`src/rtl/seq_frame_scheduler_pkg.sv`:
```
// Shared types and default sizing for the serial frame scheduler and its 1011 detector.
package seq_sched_pkg;

   localparam int unsigned DEF_NUM_CH    = 4;
   localparam int unsigned DEF_FRAME_LEN = 16;

   typedef enum logic [2:0] {
      S_IDLE,
      S_CLR,
      S_STREAM,
      S_DRAIN,
      S_REPORT
   } sched_state_t;

   typedef enum logic [2:0] {
      D_IDLE,
      D_SEQ_1,
      D_SEQ_10,
      D_SEQ_101,
      D_MATCH
   } det_state_t;

endpackage

```
`src/rtl/seq_frame_scheduler_if.sv`:
```
// Request/grant/serial-data and result handshake bundle between channels, scheduler and result consumer.
interface seq_frame_scheduler_if
   import seq_sched_pkg::*;
#(
   parameter int unsigned NUM_CH    = DEF_NUM_CH,
   parameter int unsigned FRAME_LEN = DEF_FRAME_LEN
);
   localparam int unsigned CH_W  = $clog2(NUM_CH);
   localparam int unsigned CNT_W = $clog2(FRAME_LEN + 1);

   logic [NUM_CH-1:0] req;
   logic [NUM_CH-1:0] ch_bit;
   logic [NUM_CH-1:0] gnt;
   logic              res_valid;
   logic              res_ready;
   logic [CH_W-1:0]   res_ch;
   logic [CNT_W-1:0]  res_count;

   modport master (
      output req, ch_bit, res_ready,
      input  gnt, res_valid, res_ch, res_count
   );

   modport slave (
      input  req, ch_bit, res_ready,
      output gnt, res_valid, res_ch, res_count
   );

endinterface

```
`src/rtl/seq_frame_scheduler_detect.sv`:
```
// Non-overlapping 1011 detector; seq_seen is high the cycle after the completing bit.
module seq_detect_1011
   import seq_sched_pkg::*;
(
   input  logic clk,
   input  logic reset,
   input  logic din,
   output logic seq_seen
);

   det_state_t state, state_next;

   always_ff @(posedge clk) begin
      if (reset) begin
         state    <= D_IDLE;
         seq_seen <= 1'b0;
      end else begin
         state    <= state_next;
         seq_seen <= (state_next == D_MATCH);
      end
   end

   // After a match the completing 1 is not reused as the start of a new sequence.
   always_comb begin
      state_next = state;
      case (state)
         D_IDLE:    state_next = din ? D_SEQ_1   : D_IDLE;
         D_SEQ_1:   state_next = din ? D_SEQ_1   : D_SEQ_10;
         D_SEQ_10:  state_next = din ? D_SEQ_101 : D_IDLE;
         D_SEQ_101: state_next = din ? D_MATCH   : D_SEQ_10;
         D_MATCH:   state_next = din ? D_SEQ_1   : D_IDLE;
         default:   state_next = D_IDLE;
      endcase
   end

endmodule

```
`src/rtl/seq_frame_scheduler.sv`:
```
// Round-robin frame scheduler: grants one channel for a frame, counts 1011 matches, reports the count.
module seq_frame_scheduler
   import seq_sched_pkg::*;
#(
   parameter int unsigned NUM_CH    = DEF_NUM_CH,
   parameter int unsigned FRAME_LEN = DEF_FRAME_LEN
)(
   input logic                  clk,
   input logic                  reset,
   seq_frame_scheduler_if.slave bus
);

   localparam int unsigned CH_W  = $clog2(NUM_CH);
   localparam int unsigned CNT_W = $clog2(FRAME_LEN + 1);
   localparam int unsigned BIT_W = $clog2(FRAME_LEN);

   sched_state_t     state, state_next;
   logic [CH_W-1:0]  ch;
   logic [CH_W-1:0]  rr_ptr;
   logic [CH_W-1:0]  pick;
   logic [BIT_W-1:0] bit_cnt;
   logic [CNT_W-1:0] count;
   logic             det_reset;
   logic             det_din;
   logic             seq_seen;

   assign det_reset     = reset || (state == S_CLR);
   assign det_din       = (state == S_STREAM) && bus.ch_bit[ch];
   assign bus.res_ch    = ch;
   assign bus.res_count = count;

   seq_detect_1011 u_detect (
      .clk      (clk),
      .reset    (det_reset),
      .din      (det_din),
      .seq_seen (seq_seen)
   );

   // First requesting channel at or after rr_ptr, wrapping.
   always_comb begin
      logic             found;
      int unsigned      j;
      logic [CH_W-1:0]  idx;
      pick  = rr_ptr;
      found = 1'b0;
      for (int unsigned i = 0; i < NUM_CH; i++) begin
         j = 32'(rr_ptr) + i;
         if (j >= NUM_CH) j = j - NUM_CH;
         idx = CH_W'(j);
         if (!found && bus.req[idx]) begin
            pick  = idx;
            found = 1'b1;
         end
      end
   end

   always_ff @(posedge clk) begin
      if (reset) state <= S_IDLE;
      else       state <= state_next;
   end

   always_comb begin
      state_next = state;
      case (state)
         S_IDLE:   if (|bus.req) state_next = S_CLR;
         S_CLR:    state_next = S_STREAM;
         S_STREAM: if (bit_cnt == BIT_W'(FRAME_LEN - 1)) state_next = S_DRAIN;
         S_DRAIN:  state_next = S_REPORT;
         S_REPORT: if (bus.res_ready) state_next = S_IDLE;
         default:  state_next = S_IDLE;
      endcase
   end

   // Datapath and registered outputs; gnt/res_valid follow the state being entered.
   always_ff @(posedge clk) begin
      if (reset) begin
         ch            <= '0;
         rr_ptr        <= '0;
         bit_cnt       <= '0;
         count         <= '0;
         bus.gnt       <= '0;
         bus.res_valid <= 1'b0;
      end else begin
         if (state == S_IDLE && |bus.req) ch <= pick;
         bit_cnt <= (state == S_STREAM) ? bit_cnt + 1'b1 : '0;
         if (state == S_CLR)
            count <= '0;
         else if ((state == S_STREAM || state == S_DRAIN) && seq_seen)
            count <= count + CNT_W'(1);
         if (state == S_REPORT && bus.res_ready)
            rr_ptr <= (ch == CH_W'(NUM_CH - 1)) ? '0 : ch + 1'b1;
         bus.gnt       <= (state_next == S_STREAM) ? (NUM_CH'(1) << ch) : '0;
         bus.res_valid <= (state_next == S_REPORT);
      end
   end

endmodule

```
`src/flat_wrapper.sv`:
```
// flat-port wrapper written by rule: the top's interface ports become plain ports
module seq_frame_scheduler_flat import seq_sched_pkg::*;
#(
   parameter int unsigned NUM_CH    = DEF_NUM_CH,
   parameter int unsigned FRAME_LEN = DEF_FRAME_LEN
)
  (clk, reset, bus_req, bus_ch_bit, bus_res_ready, bus_gnt, bus_res_valid, bus_res_ch, bus_res_count);
  seq_frame_scheduler_if #(.NUM_CH(NUM_CH), .FRAME_LEN(FRAME_LEN)) bus_i ();
  input logic clk;
  input logic reset;
  input wire logic [$bits(bus_i.req)-1:0] bus_req;
  input wire logic [$bits(bus_i.ch_bit)-1:0] bus_ch_bit;
  input wire logic [$bits(bus_i.res_ready)-1:0] bus_res_ready;
  output wire logic [$bits(bus_i.gnt)-1:0] bus_gnt;
  output wire logic [$bits(bus_i.res_valid)-1:0] bus_res_valid;
  output wire logic [$bits(bus_i.res_ch)-1:0] bus_res_ch;
  output wire logic [$bits(bus_i.res_count)-1:0] bus_res_count;
  assign bus_i.req = bus_req;
  assign bus_i.ch_bit = bus_ch_bit;
  assign bus_i.res_ready = bus_res_ready;
  assign bus_gnt = bus_i.gnt;
  assign bus_res_valid = bus_i.res_valid;
  assign bus_res_ch = bus_i.res_ch;
  assign bus_res_count = bus_i.res_count;
  seq_frame_scheduler #(.NUM_CH(NUM_CH), .FRAME_LEN(FRAME_LEN)) u_core (.clk(clk), .reset(reset), .bus(bus_i));
endmodule
```
`config.mk`:
```
export PLATFORM = sky130hd
export DESIGN_NAME = seq_frame_scheduler_flat
export DESIGN_NICKNAME = d
export VERILOG_FILES = /design/src/rtl/seq_frame_scheduler_pkg.sv /design/src/rtl/seq_frame_scheduler_if.sv /design/src/rtl/seq_frame_scheduler_detect.sv /design/src/rtl/seq_frame_scheduler.sv /design/src/flat_wrapper.sv
export SDC_FILE = /design/constraint.sdc
export NUM_CORES = 1
export LEC_CHECK = 0
export ABC_AREA = 1
export BUFFER_PORTS_ARGS = -buffer_cell sky130_fd_sc_hd__buf_2
export CAP_MARGIN = 15
export CORE_ASPECT_RATIO = 1.75
export CORE_MARGIN = 2
export CORE_UTILIZATION = 25
export CTS_CLUSTER_SIZE = 30
export DETAILED_ROUTE_END_ITERATION = 6
export PLACE_DENSITY = 0.45
export SLEW_MARGIN = 40
export SYNTH_ARGS = -nofsm -noshare
export SYNTH_HDL_FRONTEND = slang
export SYNTH_SLANG_ARGS = --single-unit
export TNS_END_PERCENT = 10
```
`constraint.sdc`:
```
create_clock -name clk -period 1.4 [get_ports clk]
set_clock_uncertainty 0.05 [all_clocks]
set_input_delay 0.14 -clock clk [delete_from_list [all_inputs] [get_ports clk]]
set_output_delay 0.14 -clock clk [all_outputs]
set_load 0.01 [all_outputs]
```
==> results.md <==
- The run finished, with violations left.
- The checks that failed: negative setup slack.
- The average detailed-routed wire length per instance is 10.0 µm.
- The first-pass detailed-route iteration total is 4.
- Summing the areas of all xor and xnor instances in the mapped netlist gives 0.692% of the synthesized area.
- After synthesis, the largest family of logic cells by area is simple AND/OR/NAND/NOR gates.
- The final number of max-transition violations is 0.
- Summed over all cells, the static leakage comes to 0.751 nW.
- The vertical die dimension is 98.1 µm.
- In the layout the commonest cells are 34 x sky130_fd_sc_hd__nand2_1, 23 x sky130_fd_sc_hd__nor2_1, 22 x sky130_fd_sc_hd__buf_2, 22 x sky130_fd_sc_hd__dfxtp_1, 21 x sky130_fd_sc_hd__inv_1.
- The path class of the tightest hold or removal check is input pin to flip-flop.
- The tree built by TritonCTS fans out to 25 sinks.
- The initial antenna violation count is 0.
- The antenna diode count is 0.
- The maximum clock rate is 713 MHz.
- Buffers inserted during clock tree synthesis total 3.
- The total die area is 5670 µm².
- The design draws 1.54 mW.
- Yosys printed 0 warnings.
- From synthesis to final layout, the design area changed by 28.8%.
- After filler insertion, the fill cell instance count of the layout stands at 566.
- The wire length of the first global-routing pass is 4910 µm.
- The number of global-route vias before repair is 1,240.
- The starting density of the core is 25.7%.
- The mean instance size in the synthesized netlist is 7.03 µm².
- On the final layout, the worst hold slack is 0.0503 ns.
- The register-to-register setup slack is -0.003 ns.
- The mux share of post-synthesis cell area is 0%.
- The endpoint required time on the critical path is 1.52 ns.
- The leading cell type in the layout, fill and taps excluded is sky130_fd_sc_hd__nand2_1.
- The core area is 4930 µm².
- The number of top-level pins is 23.
- The cell at the root of the clock tree is sky130_fd_sc_hd__clkbuf_8.
- During placement, the flow inserted port buffers numbering 22.
- The cell area after synthesis is 1270 µm².
- The floorplan has 34 rows.
- From left edge to right edge, the die measures 57.8 µm.
- In the synthesized netlist the async set-or-reset flop fraction comes to 0%.
- The remaining global-route overflow is 0.
- The transition at the pin with the smallest max-transition slack is 0.256 ns.
- The post-route netlist has 33.8% of its cells at a drive strength greater than 1.
- The share of the core filled with cells is 33.0%.
- The final critical delay including setup and external delays is 1.40 ns.
- The critical path is of the flip-flop to flip-flop type.
- The number of violations of the max-capacitance limit is 0.
- The worst supply voltage drop on vdd is 0.000647 V.
- The detailed router's first-iteration violation count is 37.
- The adder-cell share of the synthesized area is 2.96%.
- The internal power consumption is 1.10 mW.
- The sequential group share of total power is 50.2%.
- Along the worst path, the maximum fanout reaches 10.
- The worst endpoint data arrival time is 1.52 ns.
- The CTS tree is yes.
- The setup fix buffers added after clock tree synthesis is 0.
- The startpoint kind of the worst setup timing path is a flip-flop.
- The number of nets in the synthesized netlist is 194.
- After legalization and detailed placement, the total HPWL measured 2280 µm.
- The combinational share of power is 23.0%.
- The number of H-tree branching levels is 1.
- Setup repair after global routing could not meet its margin everywhere.
- The final layout contains routed wiring with a total length of 2740 µm.
- The hold violation count in the final report came to 0.
- The fraction of the mapped netlist area in compound gates is 9.19%.
- The maximum root-to-sink buffer count is 2.
- The gate count after technology mapping is 180.
- The total via count in the routed design is 1,183.
- The clock-pin transition on the worst setup and hold timing paths is 0.08 ns.
- The share of total power consumed by net switching is 28.8%.
- At the end of routability-driven placement, the weighted congestion stood at 0.823.
- At the later pin of the worst-skew pair, clock insertion delay measures 0.26 ns.
- Using the TritonRoute via totals, the vias-per-cell ratio works out to 4.33.
- The post-synthesis share of cell area spent on and, or, nand and nor gates is 38.0%.
- In the global route stage, overall resource usage came out at 10.9%.
- The share of total power dissipated in the clock network is 26.8%.
- The remaining design rule violation count is 0.
- The worst pin sits at a relative slew slack of 82.9%.
- The portion of the post-synthesis area used by sequential elements is 39.5%.
- The largest net degree at the start of global routing is 14.
- Across all setup checks in the final design, the least slack found is -0.00255 ns.
- The kind of end point of the critical path is a flip-flop.
- The count of endpoints failing setup in the final report is 1.
- The count of distinct cell types in the synthesized netlist is 25.
- The total of flip-flops plus latches after synthesis is 25.
- Of the available clock period, the critical path in the final layout requires 100%.
- The count of hold buffers inserted by post-cts repair is 0.
- The cell area power density is 946 nW/µm².
- The number of nets in the layout is 234.
- The synthesized design contains 0 enable-type register cells.
- The total net switching power is 0.444 mW.
- In this run the remaining antenna-violating nets after routing total 0.
- The most used flip-flop cell after synthesis is sky130_fd_sc_hd__dfxtp_1.
[through the flow]
stage                     std cells  TNS (ns)  instance area (µm²)  setup WS [ns]
final                           273  -0.00255                 1630       -0.00255
after global routing            273    -0.301                 1630         -0.171
after CTS                       273   -0.0364                 1600        -0.0244
after detailed placement        269   -0.0591                 1550        -0.0422
after global placement          269   -0.0227                 1550        -0.0224
after floorplan                 180         0                 1270         0.0785
[sequential cells by signal, summed over array words and instances (netlist names)]
signal	cells
u_core.bus.res_count	5
u_core.bus.res_ch	2
u_core.bus.gnt	4
u_core.rr_ptr	2
u_core.bit_cnt	4
u_core.u_detect.seq_seen	1
u_core.u_detect.state	3
u_core.bus.res_valid	1
u_core.state	3
[Yosys cell counts, drive strengths merged (3+ instances only)]
library cell	count	area, µm²
ha	3	37.5
nand3	15	80.1
nand2	52	248
a21oi	10	50.1
o21ai	10	50.1
nor2	24	97.6
inv	28	110
nor3	5	30.0
dfxtp	25	500
[routing by layer]
layer	GRT usage, %	up-vias	wire [µm]
li1	-	646	-
met4	5.55	0	35
met1	11.1	525	1090
met5	0	-	0
met3	0.795	2	52
met2	21.1	10	1560
[power groups by stage]
stage / Clock [mW] / Sequential (mW) / Combinational (mW)
2_1_floorplan: 0 / 0.797 / 0.193
3_3_place_gp: 0 / 0.791 / 0.347
3_5_place_dp: 0 / 0.789 / 0.346
4_1_cts: 0.445 / 0.772 / 0.349
5_1_grt: 0.472 / 0.783 / 0.406
6_report: 0.414 / 0.774 / 0.355
[critical path: stages, from the launching register on]
cell and delay [ns]:
sky130_fd_sc_hd__dfxtp_2 0.35, sky130_fd_sc_hd__buf_12 0.13, sky130_fd_sc_hd__inv_8 0.05, sky130_fd_sc_hd__nand2_2 0.05
sky130_fd_sc_hd__nand2_2 0.07, sky130_fd_sc_hd__nand2_2 0.08, sky130_fd_sc_hd__nand2_4 0.06, sky130_fd_sc_hd__nor2_4 0.11
sky130_fd_sc_hd__nand2_2 0.06, sky130_fd_sc_hd__nand2_2 0.06, sky130_fd_sc_hd__nand2_1 0.05, sky130_fd_sc_hd__nand2_1 0.05
sky130_fd_sc_hd__nand3_1 0.06, sky130_fd_sc_hd__nand2_1 0.06, sky130_fd_sc_hd__inv_1 0.03
[final timing paths]
path	start	endpoint	cells past startpoint
setup / recovery	u_core.rr_ptr[0]	u_core.bus.res_ch[1]	14
hold / removal	reset	u_core.state[2]	2
setup reg to reg	u_core.rr_ptr[0]	u_core.bus.res_ch[1]	14
hold reg to reg	u_core.bit_cnt[0]	u_core.bit_cnt[0]	1
[what timing repair did]
item | CTS | global route
gates cloned | 0 | 0
setup endpoints to repair | 3 | 6
gates resized for setup | 2 | 9
pin swaps | 1 | 0
[cell type report]
type / count / area (µm²) / share of cell area (%)
multi-input cells: 126 / 673 / 41.3
flip-flops and latches: 25 / 504 / 30.9
repair buffers: 36 / 228 / 14.0
clock buffers: 4 / 45.0 / 2.76
well taps: 54 / 67.6 / 4.14
inverters: 28 / 113 / 6.91
[cells by family after synthesis]
group	Yosys count
adder cells (fa/ha/maj)	3
flip-flops	25
XOR/XNOR	1
buffers and inverters	29
AND/OR/NAND/NOR	100
AO/OA/AOI/OAI	22
Note: power is estimated with default switching activity, not from simulation.
